[src/rtl/stress_vote_counter.sv]
// Windowed majority vote over classifier samples: counts votes per class for WINDOW
// accepted samples, then holds the winning class until the consumer takes it.
// Optional macro STRESS_THRESH_EN adds the thresh input and the stress_flag output.
module stress_vote_counter #(
    parameter int NUM_CLASSES  = 2,
    parameter int CNT_W        = 11,
    parameter int WINDOW       = 1024,
`ifdef STRESS_THRESH_EN
    parameter int STRESS_CLASS = 1,
`endif
    localparam int CLS_W       = (NUM_CLASSES > 2) ? $clog2(NUM_CLASSES) : 1
) (
    input  logic                         clk,
    input  logic                         RESET,
    input  logic                         init,
    input  logic                         in_valid,
    input  logic [CLS_W-1:0]             in_class,
    output logic                         in_ready,
    output logic                         out_valid,
    input  logic                         out_ready,
    output logic [CLS_W-1:0]             out_class,
    output logic [CNT_W-1:0]             out_count,
    output logic [NUM_CLASSES*CNT_W-1:0] counts,
`ifdef STRESS_THRESH_EN
    input  logic [CNT_W-1:0]             thresh,
    output logic                         stress_flag,
`endif
    output logic                         bad_class
);

    localparam int SMP_W = (WINDOW > 1) ? $clog2(WINDOW + 1) : 1;

    typedef enum logic {ACCUM, REPORT} state_t;

    state_t             r_state;
    logic [SMP_W-1:0]   r_smp;
    logic               r_bad;
    logic [CNT_W-1:0]   r_cnt [NUM_CLASSES];

    logic [CLS_W-1:0]   w_best_cls;
    logic [CNT_W-1:0]   w_best_cnt;
    logic               w_in_range;

    assign w_in_range = 32'(in_class) < NUM_CLASSES;

    always_ff @(posedge clk) begin
        if (RESET || init) begin
            r_state <= ACCUM;
            r_smp   <= '0;
            r_bad   <= 1'b0;
            for (int k = 0; k < NUM_CLASSES; k++) r_cnt[k] <= '0;
        end else if (r_state == REPORT) begin
            if (out_ready) begin
                r_state <= ACCUM;
                r_smp   <= '0;
                for (int k = 0; k < NUM_CLASSES; k++) r_cnt[k] <= '0;
            end
        end else if (in_valid) begin
            // Out-of-range samples still consume a window slot.
            if (r_smp == SMP_W'(WINDOW - 1)) begin
                r_state <= REPORT;
                r_smp   <= '0;
            end else begin
                r_smp   <= r_smp + 1'b1;
            end
            if (!w_in_range) r_bad <= 1'b1;
            for (int k = 0; k < NUM_CLASSES; k++) begin
                if (in_class == CLS_W'(k) && r_cnt[k] != {CNT_W{1'b1}})
                    r_cnt[k] <= r_cnt[k] + 1'b1;
            end
        end
    end

    // Strict compare keeps the lowest index on ties.
    always_comb begin
        w_best_cls = '0;
        w_best_cnt = r_cnt[0];
        for (int k = 1; k < NUM_CLASSES; k++) begin
            if (r_cnt[k] > w_best_cnt) begin
                w_best_cnt = r_cnt[k];
                w_best_cls = CLS_W'(k);
            end
        end
    end

    for (genvar g = 0; g < NUM_CLASSES; g++) begin : g_counts
        assign counts[g*CNT_W +: CNT_W] = r_cnt[g];
    end

    assign in_ready  = (r_state == ACCUM);
    assign out_valid = (r_state == REPORT);
    assign out_class = out_valid ? w_best_cls : '0;
    assign out_count = out_valid ? w_best_cnt : '0;
    assign bad_class = r_bad;

`ifdef STRESS_THRESH_EN
    assign stress_flag = out_valid && (r_cnt[STRESS_CLASS] >= thresh);
`endif

endmodule

[config.mk]
export PLATFORM = sky130hd
export DESIGN_NAME = stress_vote_counter
export DESIGN_NICKNAME = d
export VERILOG_FILES = /design/src/rtl/stress_vote_counter.sv
export SDC_FILE = /design/constraint.sdc
export NUM_CORES = 1
export LEC_CHECK = 0
export CAP_MARGIN = 20
export CORE_MARGIN = 2
export CORE_UTILIZATION = 45
export CTS_BUF_LIST = sky130_fd_sc_hd__clkbuf_4 sky130_fd_sc_hd__clkbuf_8
export DETAILED_ROUTE_END_ITERATION = 10
export GPL_TIMING_DRIVEN = 0
export PLACE_DENSITY = 0.83
export SLEW_MARGIN = 25
export SYNTH_ARGS = -nofsm -noshare
export SYNTH_HDL_FRONTEND = slang
export SYNTH_SLANG_ARGS = --single-unit
[constraint.sdc]
create_clock -name clk -period 2.2 [get_ports clk]
set_clock_uncertainty 0.1 [all_clocks]
set_input_delay 0.22 -clock clk [delete_from_list [all_inputs] [get_ports clk]]
set_output_delay 0.22 -clock clk [all_outputs]
set_load 0.05 [all_outputs]
=== Word level (Yosys, flattened, before mapping) ===
Memory sizes are Yosys's and may differ from the RTL's.
Cells that the tools add are included.

* Divide/modulo/power cells: 0
* Reductions and logical operators: 5
* Mux-type cells: 32
* Bitwise gates (word level): 6
* Eq/ne operators: 4
* Order comparisons: 1
* Add/sub/neg operators: 3
* Shifts and indexed selects: 0
* $mul: 0

{| class="wikitable"
|+ Operators by type and width
! operator !! number
|-
| $mux W11 || 10
|-
| $add A11 B1 Y11 const B || 3
|-
| $mux W1 || 22
|-
| $ne A11 B11 Y1 const B || 2
|-
| $eq A11 B10 Y1 const B || 1
|-
| $gt A11 B11 Y1 || 1
|-
| $or A1 B1 Y1 || 4
|-
| $logic_and A1 B1 Y1 || 2
|-
| $ne A2 B2 Y1 const B || 1
|-
| $not A1 Y1 || 2
|-
| $reduce_and A2 Y1 || 1
|-
| $reduce_bool A2 Y1 || 1
|-
| $logic_or A1 B1 Y1 || 1
|}

* Latch bits: 0
* Memory bits (read-only): 0
* Output and inout bits: 37
* Register bits after elaboration: 12
* Memories kept: 1
* Memory bits (writable): 22
* Logic and storage cells: 54
* Bits of input ports: 6

{| class="wikitable"
|+ Memory list
! name !! depth !! bits a word !! read ports !! clocked after memory_dff !! wr ports !! line !! RTL
|-
| r_cnt || 2 || 11 || 2 || 0 || 2 || 38 || <nowiki>logic [CNT_W-1:0] r_cnt [NUM_CLASSES];</nowiki>
|}

=== Depth between registers and ports, before layout ===
An unclocked memory read counts as a cell.

* Depth in word-level cells: 9
* Mapped depth: 8
* Depth with buffers taken out: 7

=== Worst setup path after synthesis ===
Ideal clock, no wire load.

* Kind: reg-to-output
* Start point: memory r_cnt[0][10]
* End point: output port out_count[1]
* Required time: 1.880 ns
* Buffers on the path: 1
* Setup slack: -1.176 ns
* Stages on the path, launching flop included: 9
* Data arrival time: 3.056 ns
* Path through: edfxtp_1 -> inv_1 -> ha_1 -> nand4_1 -> a211oi_1 -> a2111oi_2 -> a41oi_1 -> buf_2 -> mux2i_1

{| class="wikitable"
|+ RTL lines
! what !! line !! RTL
|-
| start: declaration || 38 ||
|-
| end: declaration || 22 || <nowiki>output logic [CNT_W-1:0] out_count,</nowiki>
|}

==> results.ini <==
[run_status]
status=complete, but fails checks
violations=setup timing

[route]
vias_per_cell=5.58
wire_per_inst_um=17.8
dr.pass1.iters=4
antenna_left=0
first_iter_violations=181
wl_um=7180
post-route-drc-count=0
vias=2256

[worst_setup_path]
worst_ep_arrival_time_ns=2.61
ff2ff_setup_slack_ns=0.08
endpoint_kind=output port
crit_top_cell=buf_6
crit_chain=ha_4 > nand4_1 > a211oi_2 > a2111oi_4 > a41oi_2 > buf_6 > buf_12 > mux2i_4 > buf_6
cp_slowest_cell=edfxtp_1
max_stage_delay_ns=0.47
critPathLaunchType=register
critPathKind=reg -> out
crit_family=compound AO/OA/AOI/OAI gates
path_buf_inv=3
cp_max_fo=5
crit_required_ns=1.88

[timing]
min_period_ns=2.93
fmax_ghz=0.341
period_share_pct=133
report.final.slew_viol_count=0
max_slew_margin_pct=65.3
setup-violations-final=12
tightest_slew_ns=0.520
layout_setup_ws_ns=-0.729
rsz0062_at_grt=yes
hold_violations=0
holdWs_ns=0.388

[power]
switching_share_pct=32.6
p_per_area_nw_per_um2=524
p_leak_nw=1.25
ir_worst_vdd_uv=315
power_mw=1.84
seqPwrFrac_pct=40.0
p_sw_mw=0.602
pwr-share-comb_pct=33.3
clkPwrFrac_pct=26.7
internal_power_mw=1.24

[synthesis]
synth_top_flop_cell=edfxtp_1
netlist_instances=252
synth-edff-count=22
syn-num-nets=272
avgSynthCellArea_um2=9.08
synth_area_um2=2290
yosysSeqAreaShare_pct=39.4
ys.warnings.count=0
ys_ff_latch=34
synth_cell_types=39
async_flop_share_pct=0

[grt]
grt_pass1_wl_um=10300
track_usage_pct=24.7
antenna_found_initial=0
gr-total-overflow=0
grt_max_degree=12
grt_pass1_vias=2088

[finish]
fin_cells=404
antenna_cells=0
fill_cells=336
utilization_pct=73.1
nets=356
area_growth_pct=53.9
drive_above_1_share_pct=35.3

[clock_network]
clkLatencyLatePin_ns=0.29
holdBufCountCts=0
cts_tree=done
cts_made_buffers=5
cts.htree.levels=2
cts_max_path_buffers=2
cts_root_buffer=clkbuf_8
clock_sinks=34
cts.clk_slew.worst_paths_ns=0.07

[placement]
portBuffers=41
gp_congestion=0.843
post-place-ws_ns=-1.14
dp.final_hpwl_um=4090
dp.cells=360

[floorplan]
start_util_pct=47.5
die_y_um=75.3
die-area_um2=5670
ios=43
rows=25
die_w_um=75.3
core-area_um2=4820

[job]
drv_cap=0

[worst_hold_path]
hold_class=reg -> reg

-- through the flow --
step                TNS, ns  cell area [um^2]
CTS                   -6.92              3370
detailed placement   -19.48              3000
global route          -8.77              3520
floorplan             -7.74              2500
global placement     -16.84              3000
finish                -8.04              3520
-- cell type report --
type | count | area (um^2) | area share (%)
plain buffers | 9 | 88.8 | 2.52
repair buffers | 77 | 726 | 20.6
inverters | 13 | 48.8 | 1.39
flip-flops and latches | 34 | 901 | 25.6
multi-input cells | 196 | 1580 | 44.8
well taps | 67 | 83.8 | 2.38
clock inverters | 2 | 11.3 | 0.320
clock buffers | 6 | 82.6 | 2.35
-- per-layer routing --
layer	part of all wire, %	global-route usage, %	wire length [um]
met5	0	0	0
met4	3.4	12.3	242
met3	4.4	4.23	317
met2	53	45.0	3830
met1	39	27.5	2790
-- tightest hold or removal path: cells and delay by family, from the launching register on --
family / cells / cell delay (ns)
and+or+nand+nor: 1 / 0.06
AOI/OAI and AO/OA: 1 / 0.04
DFF: 1 / 0.34
-- cell families (layout without fill, tap and decap cells) --
| kind of cell | after synthesis | after routing | share of synthesized area (%) |
|---|---|---|---|
| simple gates | 118 | 118 | 26.2 |
| xor+xnor | 19 | 19 | 7.28 |
| fa+ha+maj | 14 | 14 | 7.66 |
| buf+inv | 22 | 107 | 5.14 |
| other cells | 1 | 1 | 0.164 |
| compound gates | 33 | 33 | 9.35 |
| mux | 11 | 11 | 4.81 |
| flops | 34 | 34 | 39.4 |
-- Yosys cell counts, drive strengths merged (5+ instances only) --
| library cell | n | share of area [%] |
|---|---|---|
| ha | 14 | 7.7 |
| nand2 | 33 | 5.4 |
| buf | 6 | 2.5 |
| o21ai | 8 | 1.8 |
| nor3 | 7 | 1.5 |
| nand4 | 9 | 2.5 |
| mux2i | 11 | 4.8 |
| nand3 | 16 | 3.5 |
| xnor2 | 14 | 5.4 |
| dfxtp | 12 | 11 |
| nor2 | 33 | 6.2 |
| xor2 | 5 | 1.9 |
| inv | 13 | 2.1 |
| a21oi | 13 | 2.8 |
| edfxtp | 22 | 29 |
-- state kept, by name, indices dropped and copies added, names as in the netlist --
signal / flops
out_valid: 1
r_cnt: 22
r_smp: 11
-- worst paths after layout --
path,startpoint,to,cells past startpoint
max reg2reg,r_cnt[0][12],r_cnt[0][17],5
max,r_cnt[0][21],out_count[2],9
min reg2reg,r_smp[10],r_smp[10],2
min,r_smp[10],r_smp[10],2
-- power groups by stage --
| stage | Sequential, mW | Clock, mW | Combinational [mW] |
|---|---|---|---|
| after global placement | 0.771 | 0 | 0.409 |
| after detailed placement | 0.771 | 0 | 0.417 |
| after global routing | 0.738 | 0.525 | 0.640 |
| after CTS | 0.735 | 0.495 | 0.555 |
| after floorplan | 0.845 | 0 | 0.234 |
| final | 0.737 | 0.493 | 0.614 |
-- placed cells by master (no fill, tap or decap), types with 2 or more instances in the layout --
cell / instances
nand4_1: 9
nor3_1: 6
nor2_2: 7
buf_4: 35
buf_8: 3
o21ai_0: 7
xnor2_1: 14
nor2b_2: 3
inv_2: 9
inv_1: 4
a311oi_1: 2
a21oi_1: 11
and3_1: 4
buf_6: 14
nor2_1: 24
a21oi_2: 2
mux2i_4: 11
a31oi_1: 3
edfxtp_1: 22
and2_4: 2
a211oi_2: 2
dfxtp_1: 12
nand3_1: 15
nor2_4: 2
clkbuf_1: 2
ha_4: 7
xor2_1: 5
ha_1: 6
and4_1: 2
nand2_1: 32
nand3b_1: 3
clkdlybuf4s50_1: 28
clkbuf_8: 6
-- what timing repair did --
action / 4_1_cts / 5_1_grt
pin swaps: 7 / 5
setup endpoints to repair: 13 / 60
setup buffers: 26 / 11
gates cloned: 1 / 0
resized for setup: 98 / 11
(Power assumes the default switching activity.)
